## src/rtl/im_loader_pkg.sv

```systemverilog
// Shared definitions for the instruction-memory loader.
// Holds the loader state encoding and the framing constants used by
// im_loader and its byte-packing sub-module.
package im_loader_pkg;

    // Loader states, in frame order; DONE and ERROR are terminal until restart.
    typedef enum logic [2:0] {
        ST_IDLE,
        ST_LEN_LO,
        ST_LEN_HI,
        ST_DATA,
        ST_CHECK,
        ST_DONE,
        ST_ERROR
    } ld_state_t;

    // Number of length bytes at the head of a frame.
    localparam int LEN_BYTES = 2;

    // Bytes per 32-bit instruction word.
    localparam int LANES = 4;

endpackage

```

## src/rtl/ld_word_pack.sv

```systemverilog
// Little-endian byte-to-word assembler.
// Ports:
//   clk, reset   - clock and asynchronous active-high reset
//   clear        - synchronous restart of the lane counter (new load)
//   byte_en      - a data byte is accepted this cycle
//   byte_in      - the accepted byte
//   word_ready   - this cycle's byte completes a word (lane 3)
//   word         - the completed word, valid while word_ready is high
module ld_word_pack
    import im_loader_pkg::*;
(
    input  logic        clk,
    input  logic        reset,
    input  logic        clear,
    input  logic        byte_en,
    input  logic [7:0]  byte_in,
    output logic        word_ready,
    output logic [31:0] word
);

    localparam int LW = $clog2(LANES);

    logic [LW-1:0] lane;
    logic [23:0]   low_bytes;

    // Lanes 0..2 are stored; the lane-3 byte is forwarded straight into the
    // word so the completed word is available in the same cycle it arrives.
    always_ff @(posedge clk or posedge reset) begin
        if (reset) begin
            lane      <= '0;
            low_bytes <= '0;
        end else if (clear) begin
            lane      <= '0;
        end else if (byte_en) begin
            case (lane)
                LW'(0):  low_bytes[7:0]   <= byte_in;
                LW'(1):  low_bytes[15:8]  <= byte_in;
                LW'(2):  low_bytes[23:16] <= byte_in;
                default: ;
            endcase
            lane <= lane + LW'(1);
        end
    end

    assign word_ready = byte_en && (lane == LW'(LANES - 1));
    assign word       = {byte_in, low_bytes};

endmodule

```

## src/rtl/im_loader.sv

```systemverilog
// Instruction-memory loader: receives a framed program from a host byte
// stream (16-bit little-endian word count, instruction bytes LSB first,
// XOR checksum), writes each word into instruction memory and holds the
// core in reset while a load is in progress or has failed.
// Ports:
//   clk, reset          - clock and asynchronous active-high reset
//   LDstart             - one-cycle pulse that begins or restarts a load
//   LDbyte, LDvalid     - host byte stream
//   LDready             - loader accepts a byte this cycle
//   IMwaddr/IMwdata     - byte address and data of the word being written
//   IMwenable           - one-cycle write strobe
//   core_hold           - keeps the core in reset
//   LDdone, LDerror     - outcome of the last load
module im_loader
    import im_loader_pkg::*;
#(
    parameter int WORDS = 256,
    parameter int AW    = 32
) (
    input  logic          clk,
    input  logic          reset,
    input  logic          LDstart,
    input  logic [7:0]    LDbyte,
    input  logic          LDvalid,
    output logic          LDready,
    output logic [AW-1:0] IMwaddr,
    output logic [31:0]   IMwdata,
    output logic          IMwenable,
    output logic          core_hold,
    output logic          LDdone,
    output logic          LDerror
);

    localparam int IW = (WORDS > 1) ? $clog2(WORDS) : 1;

    ld_state_t   state, next_state;
    logic [15:0] len;
    logic [15:0] len_full;
    logic [IW-1:0] word_idx;
    logic [7:0]  csum;
    logic        hs;
    logic        oversize;
    logic        last_word;
    logic        csum_ok;
    logic        word_ready;
    logic [31:0] word;

    assign LDready = (state == ST_LEN_LO) || (state == ST_LEN_HI) ||
                     (state == ST_DATA)   || (state == ST_CHECK);

    // A start pulse wins over any byte offered in the same cycle.
    assign hs        = LDvalid && LDready && !LDstart;
    assign len_full  = {LDbyte, len[7:0]};
    assign oversize  = 32'(len_full) > 32'(WORDS);
    assign last_word = (16'(word_idx) == (len - 16'd1));
    assign csum_ok   = (LDbyte == csum);

    ld_word_pack u_pack (
        .clk        (clk),
        .reset      (reset),
        .clear      (LDstart),
        .byte_en    (hs && (state == ST_DATA)),
        .byte_in    (LDbyte),
        .word_ready (word_ready),
        .word       (word)
    );

    // State register.
    always_ff @(posedge clk or posedge reset) begin
        if (reset) begin
            state <= ST_IDLE;
        end else begin
            state <= next_state;
        end
    end

    // Frame sequencing; a zero-length frame skips straight to the checksum.
    always_comb begin
        next_state = state;
        if (LDstart) begin
            next_state = ST_LEN_LO;
        end else begin
            case (state)
                ST_LEN_LO: if (hs) next_state = ST_LEN_HI;
                ST_LEN_HI: begin
                    if (hs) begin
                        if (oversize)              next_state = ST_ERROR;
                        else if (len_full == 16'd0) next_state = ST_CHECK;
                        else                        next_state = ST_DATA;
                    end
                end
                ST_DATA:   if (word_ready && last_word) next_state = ST_CHECK;
                ST_CHECK:  if (hs) next_state = csum_ok ? ST_DONE : ST_ERROR;
                default:   next_state = state;
            endcase
        end
    end

    // Datapath: length capture, running checksum, word index, memory write
    // port and status flags. The word index only advances on non-final
    // words so it never reaches WORDS.
    always_ff @(posedge clk or posedge reset) begin
        if (reset) begin
            len       <= '0;
            word_idx  <= '0;
            csum      <= '0;
            IMwaddr   <= '0;
            IMwdata   <= '0;
            IMwenable <= 1'b0;
            core_hold <= 1'b0;
            LDdone    <= 1'b0;
            LDerror   <= 1'b0;
        end else begin
            IMwenable <= 1'b0;
            if (LDstart) begin
                len       <= '0;
                word_idx  <= '0;
                csum      <= '0;
                core_hold <= 1'b1;
                LDdone    <= 1'b0;
                LDerror   <= 1'b0;
            end else if (hs) begin
                case (state)
                    ST_LEN_LO: begin
                        len[7:0] <= LDbyte;
                        csum     <= csum ^ LDbyte;
                    end
                    ST_LEN_HI: begin
                        len[15:8] <= LDbyte;
                        csum      <= csum ^ LDbyte;
                        if (oversize) LDerror <= 1'b1;
                    end
                    ST_DATA: begin
                        csum <= csum ^ LDbyte;
                        if (word_ready) begin
                            IMwdata   <= word;
                            IMwaddr   <= AW'({word_idx, 2'b00});
                            IMwenable <= 1'b1;
                            if (!last_word) word_idx <= word_idx + IW'(1);
                        end
                    end
                    ST_CHECK: begin
                        if (csum_ok) begin
                            LDdone    <= 1'b1;
                            core_hold <= 1'b0;
                        end else begin
                            LDerror   <= 1'b1;
                        end
                    end
                    default: ;
                endcase
            end
        end
    end

endmodule
```

## config.mk

```make
export PLATFORM = sky130hd
export DESIGN_NAME = im_loader
export DESIGN_NICKNAME = d
export VERILOG_FILES = /design/src/rtl/im_loader_pkg.sv /design/src/rtl/ld_word_pack.sv /design/src/rtl/im_loader.sv
export SDC_FILE = /design/constraint.sdc
export NUM_CORES = 1
export LEC_CHECK = 0
export BUFFER_PORTS_ARGS = -buffer_cell sky130_fd_sc_hd__buf_2
export CAP_MARGIN = 40
export CORE_UTILIZATION = 45
export CTS_BUF_LIST = sky130_fd_sc_hd__clkbuf_8
export CTS_CLUSTER_DIAMETER = 150
export CTS_CLUSTER_SIZE = 20
export DETAILED_ROUTE_END_ITERATION = 10
export HOLD_SLACK_MARGIN = 0.15
export PLACE_DENSITY = 0.78
export RECOVER_POWER = 25
export SLEW_MARGIN = 0
export SYNTH_ARGS = -nofsm -noshare
export SYNTH_HDL_FRONTEND = slang
export SYNTH_SLANG_ARGS = --single-unit
```

## constraint.sdc

```tcl
create_clock -name clk -period 3.8 [get_ports clk]
set_input_delay 0.76 -clock clk [delete_from_list [all_inputs] [get_ports clk]]
set_output_delay 0.76 -clock clk [all_outputs]
set_load 0.01 [all_outputs]
```

Word level (Yosys, flattened, before mapping)

Index checks and enable logic that the tools add are counted.

$add $sub $neg: 3
Order comparisons: 1
Equal/unequal tests: 16
Muxes and demuxes: 40
Bitwise gates (word level): 2
Reduce and logical (&&, ||, !) cells: 34

Operators by type and width:

| cell                  | number |
|---|---|
| $mux 8                | 10 |
| $mux 16               | 2 |
| $mux 3                | 7 |
| $reduce_bool 2->1     | 9 |
| $eq 8x16->1           | 1 |
| $gt 16x9->1 const B   | 1 |
| $logic_not 16->1      | 1 |
| $mux 1                | 16 |
| $sub 16x1->16 const B | 1 |
| $ne 3x3->1 const B    | 5 |
| $pmux 3 s4            | 1 |
| $reduce_and 3->1      | 4 |
| $reduce_and 4->1      | 3 |
| $add 8x1->8 const B   | 1 |
| $eq 8x8->1            | 1 |
| $xor 8x8->8           | 1 |
| $eq 3x2->1 const B    | 2 |
| $mux 2                | 3 |
| $reduce_and 2->1      | 3 |
| $logic_and 1x1->1     | 5 |
| $reduce_and 5->1      | 1 |
| $reduce_bool 5->1     | 1 |
| $eq 2x2->1 const B    | 2 |
| $eq 3x1->1 const B    | 1 |
| 12 further kinds      | 14 |

Flip-flop bits (word level): 105
Bits of input ports: 12
Output and inout port bits: 69
Word-level logic and storage cells: 111

Depth between registers and ports, before layout

Gate-level depths: netlist of the first run.

Word-level depth: 12
Gate-level depth with buffers: 10
Mapped depth without buffers: 9

Cells and area by module

From an unflattened synthesis of the first run, not the netlist that was laid out.

Cells, all modules: 518
Area total of the unflattened synthesis: 5276.3 sq um

By module, submodules not included:

| module       | times used | cells an instance | area an instance (sq um) | sequential area each (sq um) |
|---|---|---|---|---|
| im_loader    | 1          | 444               | 4125.2                   | 1976.9 |
| ld_word_pack | 1          | 74                | 1151.1                   | 650.6 |

Worst setup path after synthesis of the first run

OpenSTA, ideal clock, no wires.

Path type: input-to-reg
Start: in LDbyte[3]
End: reg state[1]
Library setup time: 0.141 ns
Arrival: 2.349 ns
Data required time: 3.659 ns
Setup slack: 1.310 ns
Stages on the path: 7
Buffers on the path: 1
Path through: clkbuf_1 -> or4_1 -> nor4_2 -> or3b_1 -> a21oi_1 -> o211a_1 -> nor4_1

Longest elaborated chain between the ends: 6
Elaborated cells between the ends (all ways): 10
Classes of those cells: 1 x order compare; 1 x eq/ne; 7 x mux; 1 x reduce/logical

RTL lines:

| element                                                             | line            | source |
|---|---|---|
| start: declaration                                                  | im_loader.sv:23 | `input logic [7:0] LDbyte,` |
| parallel branches: the longest is 4 deep, another holds $gt 16x9->1 | -               |  |
| $pmux 3 s4 *                                                        | im_loader.sv:83 | `case (state)` |
| $mux 3 *                                                            | im_loader.sv:80 | `if (LDstart) begin` |
| end signal: assignment                                              | im_loader.sv:73 | `state <= next_state;` |
| end: declaration                                                    | im_loader.sv:36 | `ld_state_t state, next_state;` |

Mark *: on every way between the ends. The select of a mux whose other input is x is not followed.
A chain may end at the register's enable or synchronous reset.

Final worst setup path of the first run

Start: reg len[0]
End: reg word_idx[7]

Longest elaborated chain between the ends: 4

RTL lines:

| element                           | line             | source |
|---|---|---|
| start: declaration                | im_loader.sv:37  | `logic [15:0] len;` |
| start signal: assignment          | im_loader.sv:125 | `len[7:0] <= LDbyte;` |
| $sub 16x1->16                     | im_loader.sv:55  | `assign last_word = (16'(word_idx) == (len - 16'd1));` |
| $eq 8x16->1                       | im_loader.sv:55  |  |
| $ne 2x2->1 (no source line)       | -                |  |
| $reduce_and 4->1 (no source line) | -                |  |
| end signal: assignment            | im_loader.sv:139 | `if (!last_word) word_idx <= word_idx + IW'(1);` |
| end: declaration                  | im_loader.sv:39  | `logic [IW-1:0] word_idx;` |

Every way passes these cells.

==> flow_summary_export.csv, run 1 <==
group,metric,value,unit
status,status,"finished, violations left",
status,violations,"capacitance limit, slew limit",
drt,wire_per_inst,16.1,um
logic_synthesis,yosysUniqueCellTypes,58,
cells_and_area,syn_to_final_growth,9.49,%
timing,fin_tns_setup,0,ns
global_routing,grt_start_max_net_pins,48,
job,drv_cap,1,
drt,drt_first_pass_iters,4,
logic_synthesis,synth-async-reset-ratio,1.00,
pwr,power_leakage,2.77,nW
logic_synthesis,seq_area_frac_synth,0.516,
clock_tree,clkSinkCount,105,
pwr,ir_worst_vdd,0.298,mV
clock_tree,cts_buffers,9,
critical_path,crit_family,"compound AO/OA/AOI/OAI gates",
logic_synthesis,syn_avg_cell_area,11.2,sq um
timing,period_minus_slack,2.88,ns
place,hpwl,7.20,mm
drt,vias,3471,
floorplanning,start_util,0.465,
global_routing,antenna_found_initial,0,
critical_path,worstPathMaxFanout,14,
floorplanning,num_rows,38,
global_routing,grt_pass1_vias,3418,
place,gp_congestion,0.879,
logic_synthesis,synth_top_flop_cell,"dfrtp_1",
pwr,power.switching,589,uW
floorplanning,die_y,108,um
pwr,swShare,0.266,
critical_path,worstSetupPathType,"flop to flop",
timing,finalCritPeriodShare,0.758,
timing,setup_viol,0,
global_routing,groute.usage.overall,0.191,
timing,max_freq,347,MHz
floorplanning,fp.dieW,108,um
clock_tree,clk_pin_slew,0.09,ns
cells_and_area,nets,517,
timing,max_slew_margin,-0.324,
drt,drtAntennaViolNets,0,
critical_path,worstPathRequired,4.07,ns
logic_synthesis,synth_area,0.00509,sq mm
drt,routed_via_density,5.40,
pwr,comb_power_share,0.125,
pwr,p_clk_frac,0.317,
floorplanning,core-area,0.0109,sq mm
clock_tree,clkLatencyLatePin,0.36,ns
timing,final-hold-violation-count,0,
logic_synthesis,synth_top_area_cell,"dfrtp_1",
clock_tree,holdBufCountCts,0,
clock_tree,cts_setup_buffers,0,
clock_tree,cts_tree,"yes",
clock_tree,ctsLongestPathBuffers,2,
clock_tree,cts_resized,0,
global_routing,grt_pass1_wl,17.3,mm
timing,worstMarginPinSlew,1.98,ns
logic_synthesis,yosysWarnings,0,
floorplanning,ios,81,
critical_path,crit_arrival,3.15,ns
clock_tree,cts_root_buf,"clkbuf_8",
critical_path,cp_num_buf_inv,1,
pwr,seqPwrFrac,0.558,
pwr,power_density,398,mW/mm^2
logic_synthesis,synth_seq_cells,105,
critical_path,start_kind,"flop",
logic_synthesis,synth_edf_count,0,
floorplanning,die-area,0.0117,sq mm
cells_and_area,drive_gt1_frac,0.300,
critical_path,slowest_stage,"o31ai_2",
critical_path,endpoint_kind,"flop",
critical_path,slowest_delay,0.77,ns
drt,drc,0,
clock_tree,ctsHtreeMaxLevel,3,
timing,hold-worst-slack,0.504,ns
cells_and_area,num_antenna_cells,0,
drt,wl,10.4,mm
cells_and_area,fill_cells,964,
timing,grt_setup_unrepaired,"no",
timing,clock_skew,0.00868,ns
logic_synthesis,yosysTopAreaCellShare,0.516,
min_path,worst_hold_path_type,"flop to flop",
global_routing,grt.overflow.total,0,
logic_synthesis,synth_area_leaders,"dfrtp_1 52%, mux2_2 14%, nand2_1 3.9%",
logic_synthesis,synth_cells,453,
critical_path,path_cells,"inv_1 -> ha_1 -> nor3b_1 -> nand2_1 -> xnor2_1 -> nand3_1 -> o31ai_2 -> o21ai_0 -> a21oi_1",
drt,drt-initial-drc-count,226,
timing,drv_slew,48,
place,port_buffers,56,
pwr,p_int,1.63,mW
## registers in the layout, summed over array words and instances (netlist names)
register	cells
word_idx	8
core_hold	1
u_pack.low_bytes	24
LDdone	1
u_pack.lane	2
IMwaddr	8
state	3
len	16
IMwdata	32
csum	8
IMwenable	1
LDerror	1
## stage by stage
stage          utilization  worst slack [ns]  power (mW)  cells  instance area [sq um]
5_1_grt              0.509             0.454        2.32    643                   5570
3_5_place_dp         0.491             0.873        1.54    626                   5370
4_1_cts              0.509             0.958        2.23    642                   5570
2_1_floorplan            -             0.279        1.48    476                   5170
3_3_place_gp         0.491             0.927        1.52    626                   5370
6_report             0.509             0.920        2.22    643                   5570
## layout by cell type (no fill, tap or decap), types with 2 or more instances in the layout
cell,instances
o21ai_0,6
dfrtp_1,105
nand2b_1,3
nand3_1,10
buf_4,4
nand4_1,2
xnor2_1,17
clkbuf_8,10
mux2i_1,2
a21oi_1,26
a21boi_0,2
nor3b_1,2
conb_1,24
clkinv_4,2
or4_1,3
nor4_1,5
a211oi_1,2
nor3_1,6
xor2_1,14
buf_2,57
ha_1,7
nor2_1,19
and2_1,3
or3_1,4
nor3_4,2
nand2_1,53
inv_1,10
mux2_2,64
a21o_1,2
nand3b_1,2
a311oi_1,2
nand4b_1,2
## Yosys cell counts (all sizes together), types with 2 or more instances
cell type,instances
mux2i,2
o31ai,2
a311oi,2
nor3b,2
and2,3
mux2,64
nor3,8
buf,30
nand2,53
nand4b,2
or4,3
o21ai,7
clkbuf,21
xnor2,17
nor2,20
dfrtp,105
a211oi,2
a21o,2
nand3,11
inv,11
ha,7
nand3b,2
nand4,2
o21ba,2
nand2b,3
xor2,14
a21oi,26
a21boi,2
nor4,6
or3,4
## per-layer routing
metal / share of wire / track usage
met5: 0 / 0
met4: 0.011 / 0.0512
met3: 0.055 / 0.0488
met2: 0.50 / 0.314
met1: 0.43 / 0.250
## worst paths after layout
kind | startpoint | endpoint | slack [ns] | cells past startpoint
worst min-delay path | IMwdata[11] | IMwdata[11] | 0.50 | 1
worst max register to register | len[0] | word_idx[7] | 0.92 | 9
worst min register to register | IMwdata[11] | IMwdata[11] | 0.50 | 1
min in group asynchronous | reset | IMwdata[15] | 0.90 | 2
max in group asynchronous | reset | IMwdata[27] | 1.03 | 3
worst max-delay path | len[0] | word_idx[7] | 0.92 | 9
## logic make-up (layout without fill, tap and decap cells)
family          count (synthesis)  count (layout)  share of synthesized area
xor+xnor                       31              31                     0.0534
other cells                     1              24                   0.000737
fa+ha+maj                       7               7                     0.0172
mux                            66              66                      0.146
compound gates                 56              56                     0.0728
flops                         105             105                      0.516
buf+inv                        62              89                     0.0679
simple gates                  125             125                      0.126
## cell type report
| class | instances | area, sq um | area share |
|---|---|---|---|
| clock buffer | 10 | 138 | 0.0247 |
| timing repair buffer | 62 | 319 | 0.0573 |
| inverter | 11 | 42.5 | 0.00764 |
| multi-input combinational | 309 | 2200 | 0.395 |
| sequential | 105 | 2630 | 0.472 |
| clock inverter | 6 | 67.6 | 0.0121 |
| tap | 140 | 175 | 0.0314 |
## power by group through the flow
stage,Sequential (mW),Clock [mW],Combinational (mW)
detailed placement,1.26,0,0.277
global route,1.25,0.759,0.311
finish,1.24,0.703,0.276
CTS,1.24,0.718,0.278
floorplan,1.23,0,0.251
global placement,1.25,0,0.267
Note: power is estimated with default switching activity, not from simulation.
==> run 2, diff against run 1 <==
--- a/config.mk
+++ b/config.mk
@@ -13,7 +13,7 @@
 export CTS_CLUSTER_SIZE = 20
 export DETAILED_ROUTE_END_ITERATION = 10
 export HOLD_SLACK_MARGIN = 0.15
-export PLACE_DENSITY = 0.78
+export PLACE_DENSITY = 0.8
 export RECOVER_POWER = 25
 export SLEW_MARGIN = 0
 export SYNTH_ARGS = -nofsm -noshare
==> constraint.sdc (replaced) <==
create_clock -name clk -period 2.4 [get_ports clk]
set_input_delay 0.48 -clock clk [delete_from_list [all_inputs] [get_ports clk]]
set_output_delay 0.48 -clock clk [all_outputs]
set_load 0.01 [all_outputs]
==> run 2 against run 1 <==
The run now ends clean. Combinational power grew 72%. Sequential share of layout area decreased by 1.3 points. Count of clock-buffer cells in the layout down 1. Setup slack worse by 0.83 ns. Power is 62% higher. Clock power up 64%. Core utilization increased by 1.5 points. First-iteration DRC count decreased by 10%. Via count grew 1.6%. Worst hold slack lost 0.035 ns. Largest cell class unchanged.
==> flow_summary_export.csv, run 2 (synthesis gave the netlist of run 1 again) <==
group,metric,value,unit
status,status,"complete, no violations",
drt,routed_via_density,5.36,
timing,drv_slew,0,
cells_and_area,final_cell_mix,"102 x dfrtp_1, 64 x mux2_2, 55 x buf_2",
clock_tree,clkSinkCount,105,
cells_and_area,nets,532,
global_routing,groute.usage.overall,0.190,
timing,clock_skew,0.0175,ns
job,drv_cap,0,
floorplanning,die_y,108,um
pwr,power_leakage,2.85,nW
critical_path,ff2ff_path_depth,9,
clock_tree,ctsHtreeMaxLevel,3,
cells_and_area,syn_to_final_growth,12.7,%
min_path,worst_hold_path_type,"primary input to flop",
drt,vias,3526,
place,hpwl,7.22,mm
floorplanning,start_util,0.465,
drt,drt-initial-drc-count,203,
clock_tree,ctsLongestPathBuffers,2,
critical_path,worstPathMaxFanout,8,
critical_path,ff2ff_setup_slack,0.09,ns
cells_and_area,regMostFlops,"IMwdata",
cells_and_area,drive_gt1_frac,0.338,
min_path,whs_path_depth,3,
timing,fin_tns_setup,0,ns
global_routing,grt_pass1_vias,3413,
pwr,power.total,3.58,mW
timing,max_slew_margin,0.0732,
clock_tree,cts_tree,"yes",
global_routing,grt.overflow.total,0,
cells_and_area,final_common_cell,"dfrtp_1",
global_routing,grt_pass1_wl,17.2,mm
cells_and_area,largest_reg_flops,32,
cells_and_area,num_antenna_cells,0,
floorplanning,fp.dieW,108,um
drt,wl,10.7,mm
floorplanning,die-area,0.0117,sq mm
clock_tree,clkLatencyLatePin,0.37,ns
clock_tree,holdBufCountCts,0,
drt,drt_first_pass_iters,4,
floorplanning,num_rows,38,
critical_path,endpoint_kind,"flop",
global_routing,grt_start_max_net_pins,106,
timing,setup_viol,0,
drt,drtAntennaViolNets,0,
timing,period_minus_slack,2.31,ns
drt,wire_per_inst,16.3,um
clock_tree,cts_buffers,9,
drt,drc,0,
timing,finalCritPeriodShare,0.964,
place,gp_congestion,0.848,
critical_path,worstPathRequired,2.66,ns
timing,final-hold-violation-count,0,
floorplanning,ios,81,
pwr,power_density,624,mW/mm^2
critical_path,start_kind,"flop",
timing,max_freq,432,MHz
cells_and_area,largestRegisters,"IMwdata x32, u_pack.low_bytes x24, len x16",
clock_tree,cts_root_buf,"clkbuf_8",
clock_tree,clk_pin_slew,0.11,ns
critical_path,crit_arrival,2.57,ns
floorplanning,core-area,0.0109,sq mm
timing,worstMarginPinSlew,1.39,ns
pwr,ir_worst_vdd,0.395,mV
place,port_buffers,56,
global_routing,antenna_found_initial,0,
critical_path,worstSetupPathType,"flop to flop",
## run 2: changes by cell type in the layout (fill, tap and decap cells not counted), sizes merged
cell    previous run  this run
clkinv             3         1
buf               61        75
inv               12        15
## run 2: routing by layer
layer | GRT usage | routed length, um | share of wire
met1 | 0.247 | 4700 | 0.44
met2 | 0.328 | 5440 | 0.51
met3 | 0.0386 | 521 | 0.049
met4 | 0.0405 | 70 | 0.0065
met5 | 0 | 0 | 0
## run 2: report_power, final
part / total [mW] / internal, mW / switching (mW) / leakage, nW
Combinational: 0.475 / 0.204 / 0.271 / 1.32
Clock: 1.15 / 0.507 / 0.645 / 0.111
Sequential: 1.95 / 1.87 / 0.0797 / 1.43
Total: 3.58 / 2.58 / 0.996 / 2.85
## run 2: repair_timing
item,CTS,global route
setup buffers,0,2
resized for setup,0,11
endpoints found under the setup margin,0,8
## run 2: worst paths after layout
check	from	to
worst max-delay path	len[4]	word_idx[6]
min in group asynchronous	reset	csum[6]
max in group asynchronous	reset	len[4]
worst min register to register	core_hold	core_hold
worst max register to register	len[4]	word_idx[6]
worst min-delay path	LDbyte[6]	len[6]
## run 2: per-stage QoR
step | util | cell area, sq um | hold WS, ns | instances | setup slack, ns
final | 0.524 | 5740 | 0.468 | 658 | 0.0854
after global placement | 0.502 | 5490 | 0.464 | 640 | 0.157
after floorplan | - | 5180 | 0.475 | 476 | 0.188
after CTS | 0.521 | 5700 | 0.279 | 656 | 0.0432
after global routing | 0.524 | 5740 | 0.471 | 658 | -0.0341
after detailed placement | 0.502 | 5490 | 0.474 | 640 | 0.0591
## run 2: layout make-up
cell class	count	area [sq um]
well taps	140	175
repair buffers	77	437
flip-flops and latches	105	2630
fillers	939	5200
clock buffers	9	124
multi-input cells	309	2240
clock inverters	7	87.6
inverters	11	45.0
## run 2: worst max-delay path: stages (launching register included)
cell      delay (ns)
dfrtp_2         0.49
nor3_4          0.28
buf_4           0.18
a2111o_1        0.13
o311ai_1        0.09
nor2_1          0.26
o31ai_4         0.12
buf_4           0.17
o31a_1          0.30
o21ba_1         0.19
==> run 3, diff against run 2 <==
--- a/config.mk
+++ b/config.mk
@@ -7,6 +7,7 @@
 export LEC_CHECK = 0
 export BUFFER_PORTS_ARGS = -buffer_cell sky130_fd_sc_hd__buf_2
 export CAP_MARGIN = 40
+export CORE_ASPECT_RATIO = 1.1
 export CORE_UTILIZATION = 45
 export CTS_BUF_LIST = sky130_fd_sc_hd__clkbuf_8
 export CTS_CLUSTER_DIAMETER = 150
@@ -18,4 +19,5 @@
 export SLEW_MARGIN = 0
 export SYNTH_ARGS = -nofsm -noshare
 export SYNTH_HDL_FRONTEND = slang
+export SYNTH_HIERARCHICAL = 1
 export SYNTH_SLANG_ARGS = --single-unit
==> run 3 against run 2 <==
The flow now finishes with violations (setup timing). Synthesized cell count is 14% higher. Register-to-register slack worse by 0.37 ns. Clock power decreased by 8%. Critical endpoint unchanged.
==> flow_summary_export.csv, run 3 <==
group,metric,value,unit
drt,drt_first_pass_iters,4,
cells_and_area,regArea,0.00263,sq mm
logic_synthesis,synth-async-reset-ratio,1.00,
drt,vias,3888,
cells_and_area,drive_gt1_frac,0.307,
drt,routed_via_density,5.10,
pwr,power.switching,1.51,mW
timing,max_freq,372,MHz
timing,grt_setup_unrepaired,"yes",
clock_tree,cts_root_buf,"clkbuf_8",
cells_and_area,largest_reg_flops,32,
clock_tree,cts_buffers,9,
floorplanning,ios,81,
logic_synthesis,syn_avg_cell_area,10.2,sq um
logic_synthesis,synth.most_common_cell,"nand2_1",
floorplanning,core-area,0.0114,sq mm
critical_path,worstPathRequired,2.66,ns
timing,hold-worst-slack,0.317,ns
logic_synthesis,synth_xor_area_frac,0.0448,
clock_tree,ctsLongestPathBuffers,2,
critical_path,critPathMostFrequentCell,"or4_4",
cells_and_area,nets,627,
global_routing,grt_pass1_vias,3878,
cells_and_area,num_antenna_cells,0,
min_path,worst_hold_path_type,"primary input to async pin",
place,port_buffers,56,
global_routing,grt_start_max_net_pins,54,
job,drv_cap,0,
logic_synthesis,synth_compound_area_frac,0.0557,
cells_and_area,final_cells,763,
logic_synthesis,yosysWarnings,6,
global_routing,groute.usage.overall,0.200,
cells_and_area,largestRegisters,"IMwdata x32, u_pack/low_bytes x24, len x16",
clock_tree,ctsHtreeMaxLevel,3,
critical_path,crit_arrival,2.95,ns
clock_tree,clk_pin_slew,0.11,ns
clock_tree,holdBufCountCts,0,
pwr,p_int,3.01,mW
clock_tree,clkLatencyLatePin,0.37,ns
clock_tree,cts_tree,"yes",
critical_path,slowest_delay,0.55,ns
global_routing,grt_pass1_wl,19.0,mm
pwr,swShare,0.334,
logic_synthesis,synth_area,0.00528,sq mm
timing,final-hold-violation-count,0,
logic_synthesis,synth_top_family_by_area,"simple AND/OR/NAND/NOR gates",
place,placed_cells,742,
place,hpwl,8.15,mm
critical_path,slowest_stage,"or4_4",
logic_synthesis,yosys-top-cells-count,"117 x nand2_1, 105 x dfrtp_1, 39 x nor2_1",
critical_path,worstSetupPathType,"flop to flop",
critical_path,ff2ff_setup_slack,-0.29,ns
timing,period_minus_slack,2.69,ns
critical_path,start_kind,"flop",
critical_path,endpoint_kind,"flop",
status,status,"finished, violations left",
timing,finalCritPeriodShare,1.12,
pwr,power_leakage,3.21,nW
timing,max_slew_margin,0.0884,
critical_path,path_cells,"or4_4 -> or4_4 -> a221oi_2 -> nand3_2 -> nor4_4 -> buf_4 -> nor3_2 -> mux2_4",
drt,wl,11.6,mm
critical_path,worstReg2RegEnd,"word_idx[6]",
logic_synthesis,synth_cells,518,
logic_synthesis,synth_edf_count,0,
timing,worstMarginPinSlew,1.37,ns
drt,drt-initial-drc-count,253,
cells_and_area,syn_to_final_growth,16.7,%
pwr,power_density,735,mW/mm^2
floorplanning,num_rows,41,
logic_synthesis,synth_top_flop_cell,"dfrtp_1",
cells_and_area,final_cell_mix,"117 x nand2_1, 105 x dfrtp_1, 55 x buf_2",
cells_and_area,fill_cells,1014,
logic_synthesis,synth_seq_cells,105,
timing,setup_viol,11,
logic_synthesis,synth_top_area_cell,"dfrtp_1",
critical_path,r2r_start,"len[0]",
cells_and_area,multi_input_area,0.00244,sq mm
logic_synthesis,yosysUniqueCellTypes,58,
timing,clock_skew,0.0141,ns
critical_path,crit_family,"simple AND/OR/NAND/NOR gates",
critical_path,worstPathMaxFanout,3,
global_routing,antenna_found_initial,0,
pwr,seqPwrFrac,0.445,
logic_synthesis,yosysTopAreaCellShare,0.498,
logic_synthesis,seq_area_frac_synth,0.498,
pwr,comb_power_share,0.320,
status,violations,"setup timing",
pwr,ir_worst_vdd,0.369,mV
floorplanning,start_util,0.461,
cells_and_area,regMostFlops,"IMwdata",
floorplanning,fp.dieW,105,um
logic_synthesis,synthMuxAreaShare,0.104,
global_routing,grt.overflow.total,0,
place,gp_congestion,0.913,
drt,drc,0,
drt,wire_per_inst,15.2,um
drt,drtAntennaViolNets,0,
clock_tree,clkSinkCount,105,
timing,setup_ws,-0.287,ns
timing,drv_slew,0,
floorplanning,die-area,0.0122,sq mm
logic_synthesis,synth_area_leaders,"dfrtp_1 50%, nand2_1 8.3%, mux2_2 6.6%",
floorplanning,die_y,116,um
cells_and_area,final_common_cell,"nand2_1",
logic_synthesis,synthSimpleGateAreaFrac,0.209,
pwr,p_clk_frac,0.235,
critical_path,cp_num_buf_inv,1,
logic_synthesis,synth_fa_ha_area_frac,0.0166,
critical_path,ff2ff_path_depth,8,
-- run 3: changes by cell type after synthesis, sizes merged, moves of 5 or more --
cell / change
nand2: +64
nor2: +19
mux2i: +15
nand3b: +6
a21oi: -10
mux2: -31
clkbuf: -9
buf: +10
nand3: -5
-- run 3: cell families (layout without fill, tap and decap cells) --
logic type	Yosys count	count (layout)
flops	105	105
fa+ha+maj	7	7
buf+inv	62	134
mux	50	50
xor+xnor	27	27
simple gates	223	223
compound gates	43	43
other cells	1	24
-- run 3: how the worst max path moves through the flow --
| stage | from | end | slack (ns) | depth (start not counted) |
|---|---|---|---|---|
| CTS | len[0] | word_idx[6] | -0.29 | 8 |
| finish | len[0] | word_idx[6] | -0.29 | 8 |
| detailed placement | len[0] | word_idx[7] | -0.32 | 10 |
| floorplan | len[2] | word_idx[6] | -0.19 | 8 |
| global route | len[0] | word_idx[6] | -0.38 | 8 |
| global placement | len[0] | word_idx[5] | -0.26 | 9 |
-- run 3: through the flow --
step / TNS (ns) / util / worst slack (ns) / total power, mW / area [sq um]
3_5_place_dp: -2.48 / 0.514 / -0.317 / 3.39 / 5880
2_1_floorplan: -1.14 / - / -0.186 / 2.93 / 5380
4_1_cts: -2.09 / 0.537 / -0.295 / 4.51 / 6140
3_3_place_gp: -1.73 / 0.514 / -0.256 / 3.36 / 5880
5_1_grt: -3.11 / 0.538 / -0.384 / 4.76 / 6160
6_report: -2.05 / 0.538 / -0.287 / 4.52 / 6160
-- run 3: power by group through the flow --
stage | Clock, mW | Sequential (mW) | Combinational, mW
3_5_place_dp | 0 | 2.05 | 1.34
5_1_grt | 1.15 | 2.03 | 1.58
4_1_cts | 1.08 | 2.01 | 1.42
6_report | 1.06 | 2.02 | 1.45
2_1_floorplan | 0 | 2.04 | 0.889
3_3_place_gp | 0 | 2.04 | 1.32
-- run 3: layout make-up --
class,count,area share
repair buffers,108,0.110
inverters,10,0.00630
flip-flops and latches,105,0.427
clock inverters,7,0.0106
multi-input cells,374,0.396
well taps,150,0.0305
clock buffers,9,0.0201
-- run 3: repair_timing --
| item | in CTS | in global routing |
|---|---|---|
| resized for setup | 8 | 7 |
| pin swaps | 3 | 2 |
| setup buffers | 4 | 1 |
| setup endpoints to repair | 11 | 11 |
-- run 3: per-layer routing --
layer  wire [um]  track usage  vias up
li1            -            -     1859
met5           0            0        -
met3         443       0.0315       10
met1        5300        0.266     1924
met2        5680        0.337       95
met4         179       0.0648        0
